### src/rtl/fetch_sequencer.sv
// Instruction-fetch control FSM: start-up, stalls, branch redirect bubble window, stop halt.
// Outputs are registered-state decodes one cycle after the inputs are sampled; optional perf counters via FETCH_PERF_CNT_EN.
module fetch_sequencer #(
  parameter int bitsize      = 11,
  parameter int FLUSH_CYCLES = 2,
  parameter int CNT_WIDTH    = 16
) (
  input  logic                 clk,
  input  logic                 reset,
  input  logic                 start,
  input  logic                 stall,
  input  logic                 branch_taken,
  input  logic [bitsize-1:0]   branch_target,
  input  logic                 stop_detected,
  output logic                 PC_enable,
  output logic                 PC_source,
  output logic [bitsize-1:0]   PC_jump,
  output logic                 fetch_valid,
  output logic                 flush,
  output logic                 halted,
  output logic [CNT_WIDTH-1:0] stall_cycles,
  output logic [CNT_WIDTH-1:0] redirect_count
);

  typedef enum logic [2:0] {
    IDLE     = 3'd0,
    FETCH    = 3'd1,
    STALLED  = 3'd2,
    REDIRECT = 3'd3,
    HALTED   = 3'd4
  } state_t;

  localparam logic [2:0] LAST_BUBBLE = 3'(FLUSH_CYCLES - 1);

  state_t             state, state_nxt;
  logic [2:0]         cnt, cnt_nxt;
  logic [bitsize-1:0] target, target_nxt;
  logic               redirect_start;

  always_ff @(posedge clk) begin
    if (!reset) begin
      state  <= IDLE;
      cnt    <= 3'd0;
      target <= '0;
    end else begin
      state  <= state_nxt;
      cnt    <= cnt_nxt;
      target <= target_nxt;
    end
  end

  // Branch always wins; inside REDIRECT it restarts the bubble window.
  always_comb begin
    state_nxt      = state;
    cnt_nxt        = cnt;
    target_nxt     = target;
    redirect_start = 1'b0;
    case (state)
      IDLE: begin
        if (start) state_nxt = FETCH;
      end
      FETCH, STALLED: begin
        if (branch_taken) begin
          state_nxt      = REDIRECT;
          redirect_start = 1'b1;
        end else if (stop_detected) begin
          state_nxt = HALTED;
        end else if (state == FETCH && stall) begin
          state_nxt = STALLED;
        end else if (state == STALLED && !stall) begin
          state_nxt = FETCH;
        end
      end
      REDIRECT: begin
        if (branch_taken) begin
          redirect_start = 1'b1;
        end else if (cnt == LAST_BUBBLE) begin
          state_nxt = FETCH;
          cnt_nxt   = 3'd0;
        end else begin
          cnt_nxt = cnt + 3'd1;
        end
      end
      HALTED: state_nxt = HALTED;
      default: state_nxt = IDLE;
    endcase
    if (redirect_start) begin
      cnt_nxt    = 3'd0;
      target_nxt = branch_target;
    end
  end

  logic first_bubble;
  assign first_bubble = (state == REDIRECT) && (cnt == 3'd0);

  assign PC_enable   = (state == FETCH) || first_bubble;
  assign PC_source   = first_bubble;
  assign flush       = first_bubble;
  assign fetch_valid = (state == FETCH);
  assign halted      = (state == HALTED);
  assign PC_jump     = target;

`ifdef FETCH_PERF_CNT_EN
  logic [CNT_WIDTH-1:0] stall_cnt, redir_cnt;

  // Saturating counters so long runs never wrap into misleading small values.
  always_ff @(posedge clk) begin
    if (!reset) begin
      stall_cnt <= '0;
      redir_cnt <= '0;
    end else begin
      if (state == STALLED && stall_cnt != '1) stall_cnt <= stall_cnt + 1'b1;
      if (redirect_start && redir_cnt != '1)   redir_cnt <= redir_cnt + 1'b1;
    end
  end

  assign stall_cycles   = stall_cnt;
  assign redirect_count = redir_cnt;
`else
  assign stall_cycles   = '0;
  assign redirect_count = '0;
`endif

endmodule

### config.mk
export PLATFORM = sky130hd
export DESIGN_NAME = fetch_sequencer
export DESIGN_NICKNAME = d
export VERILOG_FILES = /design/src/rtl/fetch_sequencer.sv
export SDC_FILE = /design/constraint.sdc
export NUM_CORES = 1
export LEC_CHECK = 0
export CAP_MARGIN = 20
export CORE_MARGIN = 5
export CORE_UTILIZATION = 40
export CTS_BUF_LIST = sky130_fd_sc_hd__clkbuf_4
export DETAILED_ROUTE_END_ITERATION = 12
export PLACE_DENSITY_LB_ADDON = 0.3
export SLEW_MARGIN = 20
export SYNTH_ARGS = -nofsm -noshare
export SYNTH_HDL_FRONTEND = slang
export SYNTH_SLANG_ARGS = --single-unit
### constraint.sdc
create_clock -name clk -period 1.8 [get_ports clk]
set_input_delay 0.45 -clock clk [delete_from_list [all_inputs] [get_ports clk]]
set_output_delay 0.45 -clock clk [all_outputs]
set_load 0.05 [all_outputs]
Yosys cells after proc, flatten, opt, wreduce, memory -nomap -nowiden
Index checks and enable logic that the tools add are counted.
{ "word_totals": {"reg_bits": 17, "out_inout_bits": 48} }
{ "op_classes": {"add_sub_neg": 1, "eq_ne": 9, "n_mux": 11, "n_bitwise": 2, "n_reduce_logical": 12} }
{ "ops": {"columns": ["cell", "count"], "rows": [
  ["$mux W3", 8],
  ["$pmux W3 S4", 1],
  ["$eq A3 B1 Y1 const B", 2],
  ["$eq A3 B2 Y1 const B", 2],
  ["$logic_not A3 Y1", 2],
  ["$ne A2 B2 Y1 const B", 3],
  ["$ne A5 B5 Y1 const B", 1],
  ["$reduce_and A4 Y1", 1],
  ["$reduce_or A2 Y1", 2],
  ["$add A3 B1 Y3 const B", 1],
  ["$eq A3 B3 Y1 const B", 1],
  ["$logic_and A1 B1 Y1", 3],
  ["$reduce_or A3 Y1", 1],
  ["$mux W1", 2],
  ["$not A1 Y1", 2],
  ["$reduce_and A2 Y1", 1],
  ["$logic_not A1 Y1", 1],
  ["$logic_or A1 B1 Y1", 1]
]} }

Depth between registers and ports, before layout
Gate-level depths: netlist (run 1).
{ "logic_depth": {"word_depth": 7, "ltp_mapped": 5} }

Worst setup path before layout (run 1)
Ideal clock, no wire load.
{ "synth_timing": {"kind": "register to output", "start": "register cnt[0]", "end": "output flush", "arrival_time_ns": 1.717, "required_ns": 1.350, "setup_slack_ns": -0.367, "path_stages_with_launch": 4, "path_buffers": 1, "cell_sequence": "dfxtp_1 -> or3_1 -> nor2_1 -> buf_4"} }
{ "synth_between": {"elab_chain_cells": 2} }
{ "synth_rtl": {"columns": ["element", "line", "text"], "rows": [
  ["start, declared", "36", "logic [2:0] cnt, cnt_nxt;"],
  ["start signal, assigned", "47", "cnt <= cnt_nxt;"],
  ["$logic_not A3 Y1", "94", "assign first_bubble = (state == REDIRECT) && (cnt == 3'd0);"],
  ["$logic_and A1 B1 Y1", "94", null],
  ["end, declared", "19", "output logic flush,"]
]} }
Every way passes these cells.

Final worst setup path (run 1)
{ "layout_timing": {"start": "register cnt[1]", "end": "output PC_source"} }
{ "layout_between": {"elab_chain_cells": 2} }
{ "layout_rtl": {"columns": ["element", "line", "text"], "rows": [
  ["$logic_not A3 Y1", "94", null],
  ["$logic_and A1 B1 Y1", "94", null],
  ["end, declared", "16", "output logic PC_source,"]
]} }
Every way passes these cells.

==> impl_results.md, run 1 <==
- Initial DRT Pass Iterations: 4
- Top Ports: 65
- Worst-path clk slew: about 110 ps
- EDFF count, synth: 0
- Area grow syn2layout: 30.6%
- Fin. Hold Viols: 0
- Crit path kind: reg -> out
- NetSw: 518 uW
- Reg-to-reg startpoint: state[1]$_SDFFE_PN0P_
- CP peak stage delay: around 400 ps
- Max-slew violation count: 0
- Die Span Y: between 60 and 70 um
- Root buf cell: clkbuf_4
- Slowest CP cell: or3_4
- Clock Power Share: 18.1%
- P_leak: ~0.64 nW
- Power per cell area: about 800 nW/um^2
- Total power: 1.17 mW
- GRT Overall Usage: 12.7%
- Hold WC Path Type: reg -> reg
- # setup viols final: 0
- Peak supply drop: 0.501 mV
- Rows: 19
- FF+latch area: 345 um^2
- Clock buffer depth: 2
- FMAX: between 500 and 600 MHz
- Hold WS: 483 ps
- Crit path cell chain: or3_4 > nor2_4 > buf_12
- Vias per cell: 4.83
- P_int: roughly 650 uW
- First-pass GRT wire length: 4150 um
- Max-Cap Viols: 0
- Worst-path fanout max: 2
- Crit path max-delay family: simple AND/OR/NAND/NOR gates
- Core ar.: about 2700 um^2
- Die width: 63.1 um
- Startpoint types: flip-flop
- Die ar.: 3980 um^2
- Clock Sinks: 17
- Final HPWL DP: 1970 um
- Initial core utilization: 41.2%
- Mapped Cells: ~140
- CP Data Required Time: approximately 1400 ps
- WP buf/inv: 1
- Warnings, synthesis: 0
- Fin crit period: 1790 ps
- Combinational power share: 45.7%
- Diode count: 0
- Initial antenna violation count: 0
- Most common flop cell mapped by yosys: dfxtp_1
- Seq pwr share: 36.3%
- Final net count: 190
- DR WL/cell: 12.9 um
- Vias in the first global route: 929
- Critical Path Source: cnt[1]$_SDFFE_PP0P_
- Clock buffer count from CTS: 3
- Worst skew pair latency: 300 ps
- Initial detailed-routing violation count: 34
- IO buf count: 32
- Finished Layout Cells: 203
- Synth unique cells: 34
- Fillers: ~260
- Synthesized flop and latch total: 17
- Async S/R FF share, synth: 0%
- # DRC: 0
- CTS tree: done
- GPL Wtd Cong: 0.751
- H-tree depth: 1
- Hold_sp: PC_jump[4]$_SDFFE_PN0P_
- Pin count of the biggest net entering global routing: 15
- Post-Route WL: 2610 um
- CP endpoint kind: output pin
- Period utilization: 99.7%
- Post-synthesis average cell area: about 8.2 um^2
- Seq/Total Area, Yosys: between 30 and 40%
- Grt ovf: 0
- Sw Ratio: 44.3%
- Multi-input logic area: 638 um^2
- Crit path arrival time: ~1300 ps
- Synth Cell Area: about 1100 um^2
- Via count: 980
- Fin Setup TNS: 0 ps
- RSZ-0062 raised after global routing: true
- Clock Skews: between 10 and 15 ps
- ANT nets after route: 0
- DP Cell Count: 197
- Outcome: complete, no violations
- Share of cells above drive strength 1: 23.8%
state kept, by name, summed over array words and instances (netlist names):
| signal | count |
|---|---|
| PC_jump | 11 |
| cnt | 3 |
| state | 3 |
cells in the mapped netlist (2+ instances only):
| cell type | number | area share (%) |
|---|---|---|
| buf_2 | 6 | 2.7 |
| buf_4 | 34 | 23 |
| nor2_1 | 4 | 1.3 |
| nand3_1 | 11 | 4.9 |
| a21boi_1 | 4 | 2.7 |
| nor2b_1 | 5 | 2.8 |
| inv_1 | 2 | 0.67 |
| nand2b_1 | 4 | 2.2 |
| o311ai_0 | 2 | 1.6 |
| a21boi_0 | 7 | 4.7 |
| and2b_1 | 2 | 1.3 |
| or3_1 | 2 | 1.1 |
| o21ai_0 | 14 | 6.2 |
| dfxtp_1 | 17 | 30 |
| a21oi_1 | 5 | 2.2 |
worst reg2reg max path, cell delays in order (launching register included):
cell	delay (ps)
dfxtp_1	440
buf_4	230
mux2_2	350
a32o_1	200
repair_timing:
item | CTS | global route
pin swaps | 3 | 2
gates resized for setup | 7 | 2
hold endpoints to repair | 0 | 0
setup endpoints to repair | 3 | 5
gates cloned | 0 | 0
hold buffers | 0 | 0
buffers inserted | 2 | 0
metrics by stage:
step / setup WS (ps) / utilization, % / cell area, um^2
final: 5.05 / 53.9 / 1470
after global routing: -35.8 / 53.9 / 1470
after CTS: -32.8 / 53.6 / 1470
after detailed placement: -62.2 / 51.2 / 1400
after global placement: -28.7 / 51.2 / 1400
after floorplan: -132 / - / 1250
per-layer routing:
metal | GRT usage [%] | vias to the layer above | wire length [um]
met3 | 1.95 | 2 | 183
met2 | 22.8 | 39 | 1360
met4 | 6.63 | 0 | 43
li1 | - | 483 | -
met1 | 14.2 | 456 | 1020
met5 | 0 | - | 0
layout by cell type (no fill, tap or decap), drive strengths merged:
cell type       n
conb           32
buf            24
dfxtp          17
clkdlybuf4s50  16
o21ai          15
nand3          11
a21boi         11
nor2b           5
a21oi           5
nor2            5
nand2b          4
clkbuf          3
and2b           2
o311ai          2
inv             2
nand3b          2
or3             2
nor3b           2
and2            1
or2             1
mux2            1
a32o            1
o22ai           1
and3            1
nor3            1
a211o           1
o211ai          1
or4             1
nand2           1
clkinv          1
final timing paths:
kind / end / cells past startpoint / slack [ps]
max: PC_source / 3 / 5
max reg2reg: state[2]$_SDFFE_PN0P_ / 3 / 480
min reg2reg: PC_jump[4]$_SDFFE_PN0P_ / 2 / 480
min: PC_jump[4]$_SDFFE_PN0P_ / 2 / 480
kinds of logic (layout without fill, tap and decap cells):
kind of cell,count (synthesis),in the layout,share of synthesized area [%]
other,1,32,0.333
AOI/OAI and AO/OA,37,37,20.6
buffers and inverters,43,46,26.3
muxes,1,1,0.999
DFF,17,17,30.2
and+or+nand+nor,39,39,21.5
power groups by stage:
| stage | Clock (mW) | Sequential [mW] | Combinational, mW |
|---|---|---|---|
| after detailed placement | 0 | 0.433 | 0.525 |
| after global routing | 0.235 | 0.430 | 0.562 |
| after CTS | 0.217 | 0.424 | 0.532 |
| after floorplan | 0 | 0.484 | 0.370 |
| final | 0.211 | 0.424 | 0.535 |
| after global placement | 0 | 0.432 | 0.518 |
area by class of cell:
type / instances / area share (%)
Sequential cell: 17 / 23.4
Inverter: 2 / 0.510
Clock buffer: 3 / 1.53
Tap cell: 31 / 2.63
Multi-Input combinational cell: 109 / 43.3
Clock inverter: 1 / 0.340
Timing Repair Buffer: 40 / 28.2
(Power assumes the default switching activity.)
==> run 2: changes to the inputs <==
SLEW_MARGIN = not set   (was 20)
==> results of run 2 <==
The final DEF is identical to that of run 1; final timing and power are the same.
